==> src/rtl/sint_arb_pkg.sv <==
// Shared types and widths for the scene-intersection input arbiter.
package sint_arb_pkg;

  localparam int SINT_ARB_STARVE_W = 4;
  localparam int PRIM_CNT_W        = 7;

  typedef enum logic [1:0] {
    SRC_REFL,
    SRC_SHAD,
    SRC_PRIM
  } arb_src_e;

  // Ray record handed from the shader/generator side to scene intersection.
  typedef struct packed {
    logic        is_shadow;
    logic [15:0] ray_id;
    logic [31:0] payload;
  } shader_to_sint_t;

endpackage

==> src/rtl/sint_arb_skid.sv <==
// Two-entry registered FIFO between the arbiter grant and the sint input.
// The head entry drives the output directly, so sint sees registered data.
module sint_arb_skid
  import sint_arb_pkg::*;
(
  input  logic            clk,
  input  logic            rst,
  input  logic            push,
  input  shader_to_sint_t push_data,
  input  logic            pop,
  output logic [1:0]      occ_q,
  output shader_to_sint_t head
);

  shader_to_sint_t ent0_q;
  shader_to_sint_t ent1_q;
  logic            do_pop;
  logic            do_push;

  // Pops only from a non-empty buffer; pushes only into a free slot.
  always_comb begin
    do_pop  = pop && (occ_q != 2'd0);
    do_push = push && ((occ_q != 2'd2) || do_pop);
  end

  // Occupancy is the only reset state; entry contents are qualified by it.
  always_ff @(posedge clk) begin
    if (rst) begin
      occ_q <= 2'd0;
    end else if (do_push && !do_pop) begin
      occ_q <= occ_q + 2'd1;
    end else if (do_pop && !do_push) begin
      occ_q <= occ_q - 2'd1;
    end
  end

  // Entry storage: shift toward the head on pop, fill the first free slot on push.
  always_ff @(posedge clk) begin
    if (do_pop) begin
      if (do_push && (occ_q == 2'd1)) begin
        ent0_q <= push_data;
      end else begin
        ent0_q <= ent1_q;
      end
      if (do_push && (occ_q == 2'd2)) begin
        ent1_q <= push_data;
      end
    end else if (do_push) begin
      if (occ_q == 2'd0) begin
        ent0_q <= push_data;
      end else begin
        ent1_q <= push_data;
      end
    end
  end

  assign head = ent0_q;

endmodule

==> src/rtl/sint_arb.sv <==
// Arbitrates reflect, shadow and primary rays onto the single sint input.
// Secondary rays win by round-robin; primary rays get a starvation escape
// and are throttled by an in-flight credit count. Grants depend only on
// registered state plus the request valids, never on sint_stall.
module sint_arb
  import sint_arb_pkg::*;
#(
  parameter int STARVE_MAX = 8,
  parameter int MAX_PRIM   = 64
) (
  input  logic                  clk,
  input  logic                  rst,
  input  logic                  refl_valid,
  input  shader_to_sint_t       refl_data,
  output logic                  refl_stall,
  input  logic                  shad_valid,
  input  shader_to_sint_t       shad_data,
  output logic                  shad_stall,
  input  logic                  prim_valid,
  input  shader_to_sint_t       prim_data,
  output logic                  prim_stall,
  input  logic                  prim_retire,
  output logic                  sint_valid,
  output shader_to_sint_t       sint_data,
  input  logic                  sint_stall,
  output logic [PRIM_CNT_W-1:0] prim_inflight
);

  localparam logic [SINT_ARB_STARVE_W-1:0] STARVE_LIM = SINT_ARB_STARVE_W'(STARVE_MAX);
  localparam logic [PRIM_CNT_W-1:0]        PRIM_LIM   = PRIM_CNT_W'(MAX_PRIM);

  logic                         rst_q;
  arb_src_e                     rr_q;
  logic [SINT_ARB_STARVE_W-1:0] starve_q;
  logic [PRIM_CNT_W-1:0]        infl_q;
  logic [1:0]                   occ_q;

  logic            grant_open;
  logic            prim_elig;
  logic            grant_refl;
  logic            grant_shad;
  logic            grant_prim;
  logic            push;
  logic            pop;
  shader_to_sint_t push_data;

  // Priority select: starved primary, then round-robin secondaries, then primary.
  always_comb begin
    grant_open = !rst && !rst_q && (occ_q < 2'd2);
    prim_elig  = prim_valid && (infl_q < PRIM_LIM);
    grant_refl = 1'b0;
    grant_shad = 1'b0;
    grant_prim = 1'b0;
    if (grant_open) begin
      if (prim_elig && (starve_q == STARVE_LIM)) begin
        grant_prim = 1'b1;
      end else if (refl_valid && shad_valid) begin
        if (rr_q == SRC_SHAD) begin
          grant_shad = 1'b1;
        end else begin
          grant_refl = 1'b1;
        end
      end else if (refl_valid) begin
        grant_refl = 1'b1;
      end else if (shad_valid) begin
        grant_shad = 1'b1;
      end else if (prim_elig) begin
        grant_prim = 1'b1;
      end
    end
  end

  // Route the granted source's ray into the skid buffer.
  always_comb begin
    push_data = refl_data;
    if (grant_shad) begin
      push_data = shad_data;
    end else if (grant_prim) begin
      push_data = prim_data;
    end
  end

  assign push       = grant_refl || grant_shad || grant_prim;
  assign pop        = sint_valid && !sint_stall;
  assign refl_stall = refl_valid && !grant_refl;
  assign shad_stall = shad_valid && !grant_shad;
  assign prim_stall = prim_valid && !grant_prim;

  // Arbiter control state: reset shadow, rr pointer, starvation and credit counters.
  always_ff @(posedge clk) begin
    if (rst) begin
      rst_q    <= 1'b1;
      rr_q     <= SRC_REFL;
      starve_q <= '0;
      infl_q   <= '0;
    end else begin
      rst_q <= 1'b0;
      if (grant_refl) begin
        rr_q <= SRC_SHAD;
      end else if (grant_shad) begin
        rr_q <= SRC_REFL;
      end
      // A credit-blocked primary holds its count rather than climbing.
      if (grant_prim || !prim_valid) begin
        starve_q <= '0;
      end else if (prim_elig && (starve_q != STARVE_LIM)) begin
        starve_q <= starve_q + SINT_ARB_STARVE_W'(1);
      end
      if (grant_prim && !prim_retire) begin
        infl_q <= infl_q + PRIM_CNT_W'(1);
      end else if (!grant_prim && prim_retire && (infl_q != '0)) begin
        infl_q <= infl_q - PRIM_CNT_W'(1);
      end
    end
  end

  sint_arb_skid u_skid (
    .clk       (clk),
    .rst       (rst),
    .push      (push),
    .push_data (push_data),
    .pop       (pop),
    .occ_q     (occ_q),
    .head      (sint_data)
  );

  assign sint_valid    = (occ_q != 2'd0);
  assign prim_inflight = infl_q;

`ifndef SYNTH
  retire_underflow: assert property (@(posedge clk) disable iff (rst)
    !(prim_retire && (infl_q == '0)));
`endif

endmodule

==> config.mk <==
export PLATFORM = sky130hd
export DESIGN_NAME = sint_arb
export DESIGN_NICKNAME = d
export VERILOG_FILES = /design/src/rtl/sint_arb_pkg.sv /design/src/rtl/sint_arb_skid.sv /design/src/rtl/sint_arb.sv
export SDC_FILE = /design/constraint.sdc
export NUM_CORES = 1
export LEC_CHECK = 0
export ABC_AREA = 1
export BUFFER_PORTS_ARGS = -buffer_cell sky130_fd_sc_hd__buf_2
export CAP_MARGIN = 20
export CORE_MARGIN = 2
export CORE_UTILIZATION = 40
export DETAILED_ROUTE_END_ITERATION = 16
export GPL_TIMING_DRIVEN = 0
export PLACE_DENSITY = 0.63
export SETUP_SLACK_MARGIN = 0.2
export SYNTH_ARGS = -nofsm -noshare
export SYNTH_HDL_FRONTEND = slang
export SYNTH_SLANG_ARGS = --single-unit
==> constraint.sdc <==
create_clock -name clk -period 6.9 [get_ports clk]
set_clock_uncertainty 0.2 [all_clocks]
set_input_delay 1.035 -clock clk [delete_from_list [all_inputs] [get_ports clk]]
set_output_delay 1.035 -clock clk [all_outputs]
set_load 0.01 [all_outputs]
* Yosys cells after proc, flatten, opt, wreduce, memory -nomap -nowiden
Cells that the tools add are included.
** Storage, ports and cells
- Output and inout port bits :: 60
- Bits in registers :: 113
** Operators by class
- Order comparisons :: 2
- Equal/unequal tests :: 7
- Add/sub/neg operators :: 5
- Reduce and logical (&&, ||, !) cells :: 44
- Multiplexer cells :: 34
** Operators with widths (number)
- $mux 49 :: 10
- $mux 1 :: 20
- $logic_and 1x1->1 :: 19
- $mux 7 :: 2
- $reduce_bool 2->1 :: 6
- $logic_not 1->1 :: 10
- $add 7x1->7 const B :: 1
- $lt 7x7->1 const B :: 1
- $reduce_bool 7->1 :: 1
- $sub 7x1->7 const B :: 1
- $add 4x1->4 const B :: 1
- $eq 4x4->1 const B :: 1
- $logic_or 1x1->1 :: 4
- $mux 2 :: 2
- $ne 2x2->1 const B :: 2
- $ne 4x4->1 const B :: 1
- $reduce_and 3->1 :: 1
- $add 2x1->2 const B :: 1
- $eq 2x1->1 const B :: 1
- $eq 2x2->1 const B :: 1
- $logic_not 2->1 :: 1
- $lt 2x2->1 const B :: 1
- $ne 2x1->1 const B :: 1
- $reduce_and 2->1 :: 1
- other kinds (2) :: 2

* Longest topological paths before layout
- Depth in word-level cells :: 14
- Mapped depth :: 15
- Gate-level depth less buffers :: 15

* Hierarchy
Synthesis repeated with hierarchy kept, for this count alone.
** Unflattened totals
- Cell total of the unflattened synthesis :: 748
- Area total of the unflattened synthesis :: 6303.5 um2
** Modules (own cells, without submodules)
- sint_arb_skid :: sequential area each 2982.9 um2, area an instance 3853.7 um2, cells an instance 291, times used 1
- sint_arb :: sequential area each 260.2 um2, area an instance 2449.8 um2, cells an instance 457, times used 1

* Least setup slack after synthesis
OpenSTA, ideal clock, no wires.
- Path type :: in2reg
- From :: in rst
- To :: reg u_skid.ent1_q[0] in the netlist's numbering, enable pin
- Library setup time :: 0.529 ns
- Arrival :: 5.175 ns
- Path slack :: 0.995 ns
- Stages :: 5
- Cell sequence :: inv_2 nand2_2 a31oi_1 o21ai_0 a211oi_1
** On the way
- Word-level cells in the longest chain between the ends :: 10
** RTL lines
- start, declared :: line sint_arb.sv:12 : input logic rst,
- $logic_not 1->1 * :: line sint_arb.sv:49 : grant_open = !rst && !rst_q && (occ_q < 2'd2);
- $logic_and 1x1->1 * (2 in series) :: line sint_arb.sv:49
- $mux 1 :: line sint_arb.sv:54 : if (grant_open) begin
- $logic_or 1x1->1 :: line sint_arb.sv:83 : assign push = grant_refl || grant_shad || grant_prim;
- $logic_or 1x1->1 * :: line sint_arb.sv:83
- $logic_and 1x1->1 * :: line sint_arb_skid.sv:23 : do_push = push && ((occ_q != 2'd2) || do_pop);
- $logic_and 1x1->1 :: line sint_arb_skid.sv:45 : if (do_push && (occ_q == 2'd2)) begin
- $ne 2x2->1 (no line)
- $reduce_and 3->1 (no line) *
- end signal, assigned :: line sint_arb_skid.sv:46 : ent1_q <= push_data;
- end signal, assigned :: line sint_arb_skid.sv:52 : ent1_q <= push_data;
- end, declared :: line sint_arb_skid.sv:16 : shader_to_sint_t ent1_q;
Mark *: on every way between the ends. The rest lies on a longest branch, timed or not.
A chain may end at the register's enable or synchronous reset.

* Final worst setup path
- From :: in prim_valid
- To :: out shad_stall
** On the way
- Word-level cells in the longest chain between the ends :: 6
** RTL lines
- start, declared :: line sint_arb.sv:19 : input logic prim_valid,
- $logic_and 1x1->1 :: line sint_arb.sv:50 : prim_elig = prim_valid && (infl_q < PRIM_LIM);
- $logic_and 1x1->1 :: line sint_arb.sv:55 : if (prim_elig && (starve_q == STARVE_LIM)) begin
- $mux 1 :: line sint_arb.sv:55
- $mux 1 :: line sint_arb.sv:54
- $logic_not 1->1 :: line sint_arb.sv:86 : assign shad_stall = shad_valid && !grant_shad;
- $logic_and 1x1->1 :: line sint_arb.sv:86
- end, declared :: line sint_arb.sv:18 : output logic shad_stall,
Every way passes these cells.

==> results by group <==
Status
  • Outcome: completed

Routing
  • DRC Markers: 0
  • Wire length per cell after detailed routing: 14.9 um
  • Detailed-route via count: roughly 5800
  • Post-detailed-routing wire length: 17900 um
  • Detailed Route Iter0 Violations: between 300 and 400
  • Number of optimization iterations in the first detailed-route pass: 5
  • Number of routed nets with antenna violations: 0
  • Average vias per placed instance: 4.82

Power
  • Leakage component of the power: 4.02 nW
  • Sequential share of power: a little over a third
  • Switching Share: 33.0%
  • Pwr per Cell Area: 358 mW/mm^2
  • Power Internal: 2.02 mW
  • Total Power Consumption: 3.02 mW
  • Max IR drop VDD: 266 uV
  • Switching power: 0.995 mW
  • Comb power frac: 33.8%
  • Clock Power Share: 31.1%

STA
  • Final setup violating endpoints: 0
  • Post-route clock period utilization: 51.3%
  • Fin crit period: 3.54 ns
  • Pin slew with the least headroom to its limit: about 0.72 ns
  • Final Slew Violations: 0
  • RSZ-0062 raised after global routing: false
  • Final Hold Vio Count: 0
  • Maximum achievable frequency: 282 MHz
  • Worst hold margin: 0.286 ns
  • Max transition margin: 51.5%

Global route
  • Combined global-route utilization of all metal layers: 21.7%
  • Wire length of the first global-routing pass: 27600 um
  • Largest net degree at the start of global routing: 24
  • Antenna violations before repair: 1
  • Number of global-route vias before repair: between 5000 and 6000
  • Congestion Overflow GR: 0

Worst setup path
  • Destination of the worst register-to-register timing path: prim_inflight[6]$_SDFFE_PP0P_
  • Element type at the critical path end: primary output
  • Startpoint type of the worst setup path: input port
  • Crit path kind: input port to primary output
  • Launch point of the worst path: prim_valid
  • Worst setup slack for register-to-register paths: 3.98 ns
  • Largest fanout on the critical path: 10
  • Required @ worst endpoint: 5.66 ns
  • Logic depth of the worst register-to-register path: 13
  • Startpoint of the worst register-to-register path: starve_q[0]$_SDFFE_PP0P_
  • Data arrival at the endpoint of the critical path: approximately 2.3 ns

Clock tree
  • Clock network latency to the later pin of the worst-skew pair: around 0.42 ns
  • Sinks on Clock Net: 113
  • CTS tree: yes
  • CTS H-Tree Depth: 4
  • Setup Fix Bufs, Post-CTS: 0
  • Clock slew seen by the registers of the worst setup and hold paths: roughly 0.050 ns
  • Number of buffers added by the clock tree synthesis step: 17
  • Maximum count of clock buffers along a single path: 2
  • Root buffer selected by CTS: clkbuf_16
  • Number of gates given a new drive strength after cts: 0
  • Hold buffer count at cts: 0

Placed design
  • Count of buffers inserted at the top-level ports: 213
  • Final HPWL DP: 13300 um
  • Area of placed instances: between 0.007 and 0.008 mm^2
  • Routability cong.: 0.867

Die
  • Number of standard-cell rows in the floorplan: 45
  • Floorplan die area: between 0.015 and 0.02 mm^2
  • I/O pin total: 214
  • Floorplan die width: 130 um
  • Core outline area: 0.0153 mm^2
  • Initial Utilization: 41.3%
  • Chip Height: between 100 and 150 um

Worst hold path
  • Hold Crit Start: rr_q[0]$_SDFFE_PP0P_
  • Worst hold path cell count: 2
  • Sink of the worst hold path: rr_q[0]$_SDFFE_PP0P_
  • Hold WC Path Type: register to register

Finish
  • Area delta synth->final: 33.2%
  • Layout cell share with drive strength beyond 1: 29.9%
  • Net total in the final layout: 1145
  • Final standard cell utilization of the core: 55.0%
  • Design area: 0.00843 mm^2
  • Fill cell count: 1482

Synthesis
  • Count of warnings emitted by yosys: 0
  • Sequential share of the synthesized area: 51.3%
  • Ys flop type: edfxtp_1
  • Number of distinct library cells after synthesis: 31
  • Post-Synthesis Cells: around 740
  • Number of flops mapped to enable cells by yosys: 98
  • Mapped Avg Cell Area: approximately 8.5 um^2
  • Synthesized area: approximately 0.0063 mm^2
  • Synthesized netlist net count: 908
  • Post-synthesis register bit count: 113
  • Async set-or-reset flop fraction in the synthesized netlist: 0%

Job
  • Number of max-cap violations: 0
## registers in the layout (all words and copies together) (netlist names)
| signal | count |
|---|---|
| starve_q | 4 |
| u_skid.ent1_q | 49 |
| prim_inflight | 7 |
| u_skid.head | 49 |
| rr_q | 1 |
| rst_q | 1 |
| u_skid.occ_q | 2 |
## layout by cell type (no fill, tap or decap), types with 3 or more instances in the layout
master,Yosys,routed
inv_1,74,74
bufinv_16,0,5
clkinv_2,0,3
nand3_1,113,113
nand4_1,52,52
o21ai_0,7,6
ha_1,12,12
buf_16,0,3
buf_6,4,4
xor2_1,5,5
buf_4,8,8
edfxtp_1,98,98
buf_2,21,234
clkbuf_1,8,10
nand2_2,5,5
clkbuf_16,0,17
clkinv_1,0,3
nand2_1,223,223
inv_2,5,5
nor2_1,15,15
a21oi_1,13,13
and2_1,49,49
dfxtp_1,15,15
## kinds of logic after synthesis
kind of cell	count (synthesis)	share of synthesized area [%]
simple gates	464	34.6
buf+inv	120	8.48
flops	113	51.3
compound gates	25	2.12
fa+ha+maj	13	2.69
xor+xnor	6	0.831
## Yosys cell counts, types with 8 or more instances
cell,count,area share [%]
buf_4,8,0.95
nand4_1,52,5.1
inv_1,74,4.4
edfxtp_1,98,47
ha_1,12,2.4
dfxtp_1,15,4.7
and2_1,49,4.8
buf_2,21,1.7
nand3_1,113,8.9
nor2_1,15,0.89
nand2_1,223,13
clkbuf_1,8,0.47
a21oi_1,13,1.0
## how the worst max path moves through the flow
| stage | depth (start not counted) | endpoint | slack, ns |
|---|---|---|---|
| floorplan | 5 | u_skid.ent1_q[0]$_DFFE_PP_ | 1.0 |
| global placement | 6 | u_skid.ent1_q[31]$_DFFE_PP_ | -1.62 |
| detailed placement | 8 | u_skid.ent1_q[40]$_DFFE_PP_ | 3.27 |
| CTS | 9 | prim_stall | 3.33 |
| global route | 9 | prim_stall | 3.25 |
| finish | 9 | shad_stall | 3.36 |
## final cells by class
cell class / count / area, um^2 / share of cell area (%)
inverters: 79 / 297 / 3.52
clock inverters: 13 / 191 / 2.27
multi-input cells: 508 / 2570 / 30.5
repair buffers: 218 / 1180 / 14.0
clock buffers: 19 / 433 / 5.14
well taps: 211 / 264 / 3.13
flip-flops and latches: 113 / 3240 / 38.5
diodes: 1 / 2.50 / 0.0297
plain buffers: 41 / 240 / 2.85
## critical path: stages
cell	delay (ns)
buf_2	0.12
nand2_2	0.12
or2_1	0.11
buf_2	0.22
nand3_2	0.21
buf_4	0.25
nand2_1	0.07
inv_1	0.03
buf_2	0.13
## layer usage
metal / wire [um] / track usage, % / part of all wire [%] / up-vias
li1: - / - / - / 2960
met2: 8380 / 34.7 / 47 / 200
met3: 1020 / 4.72 / 5.7 / 37
met5: 0 / 0 / 0 / -
met4: 571 / 10.1 / 3.2 / 0
met1: 7960 / 28.3 / 44 / 2596
## power by group through the flow
| stage | sequential [mW] | combinational [mW] | clock [mW] |
|---|---|---|---|
| 2_1_floorplan | 1.16 | 0.538 | 0 |
| 3_3_place_gp | 1.11 | 0.946 | 0 |
| 3_5_place_dp | 1.07 | 1.03 | 0 |
| 4_1_cts | 1.06 | 1.03 | 0.947 |
| 5_1_grt | 1.08 | 1.15 | 0.981 |
| 6_report | 1.06 | 1.02 | 0.936 |
## metrics by stage
step           setup slack [ns]  instances  TNS [ns]
2_1_floorplan             0.995        741         0
3_3_place_gp              -1.62       1165   -150.63
3_5_place_dp               3.27       1170         0
4_1_cts                    3.33       1202         0
5_1_grt                    3.25       1203         0
6_report                   3.36       1203         0
No activity file was read; power rests on OpenSTA's default activity.
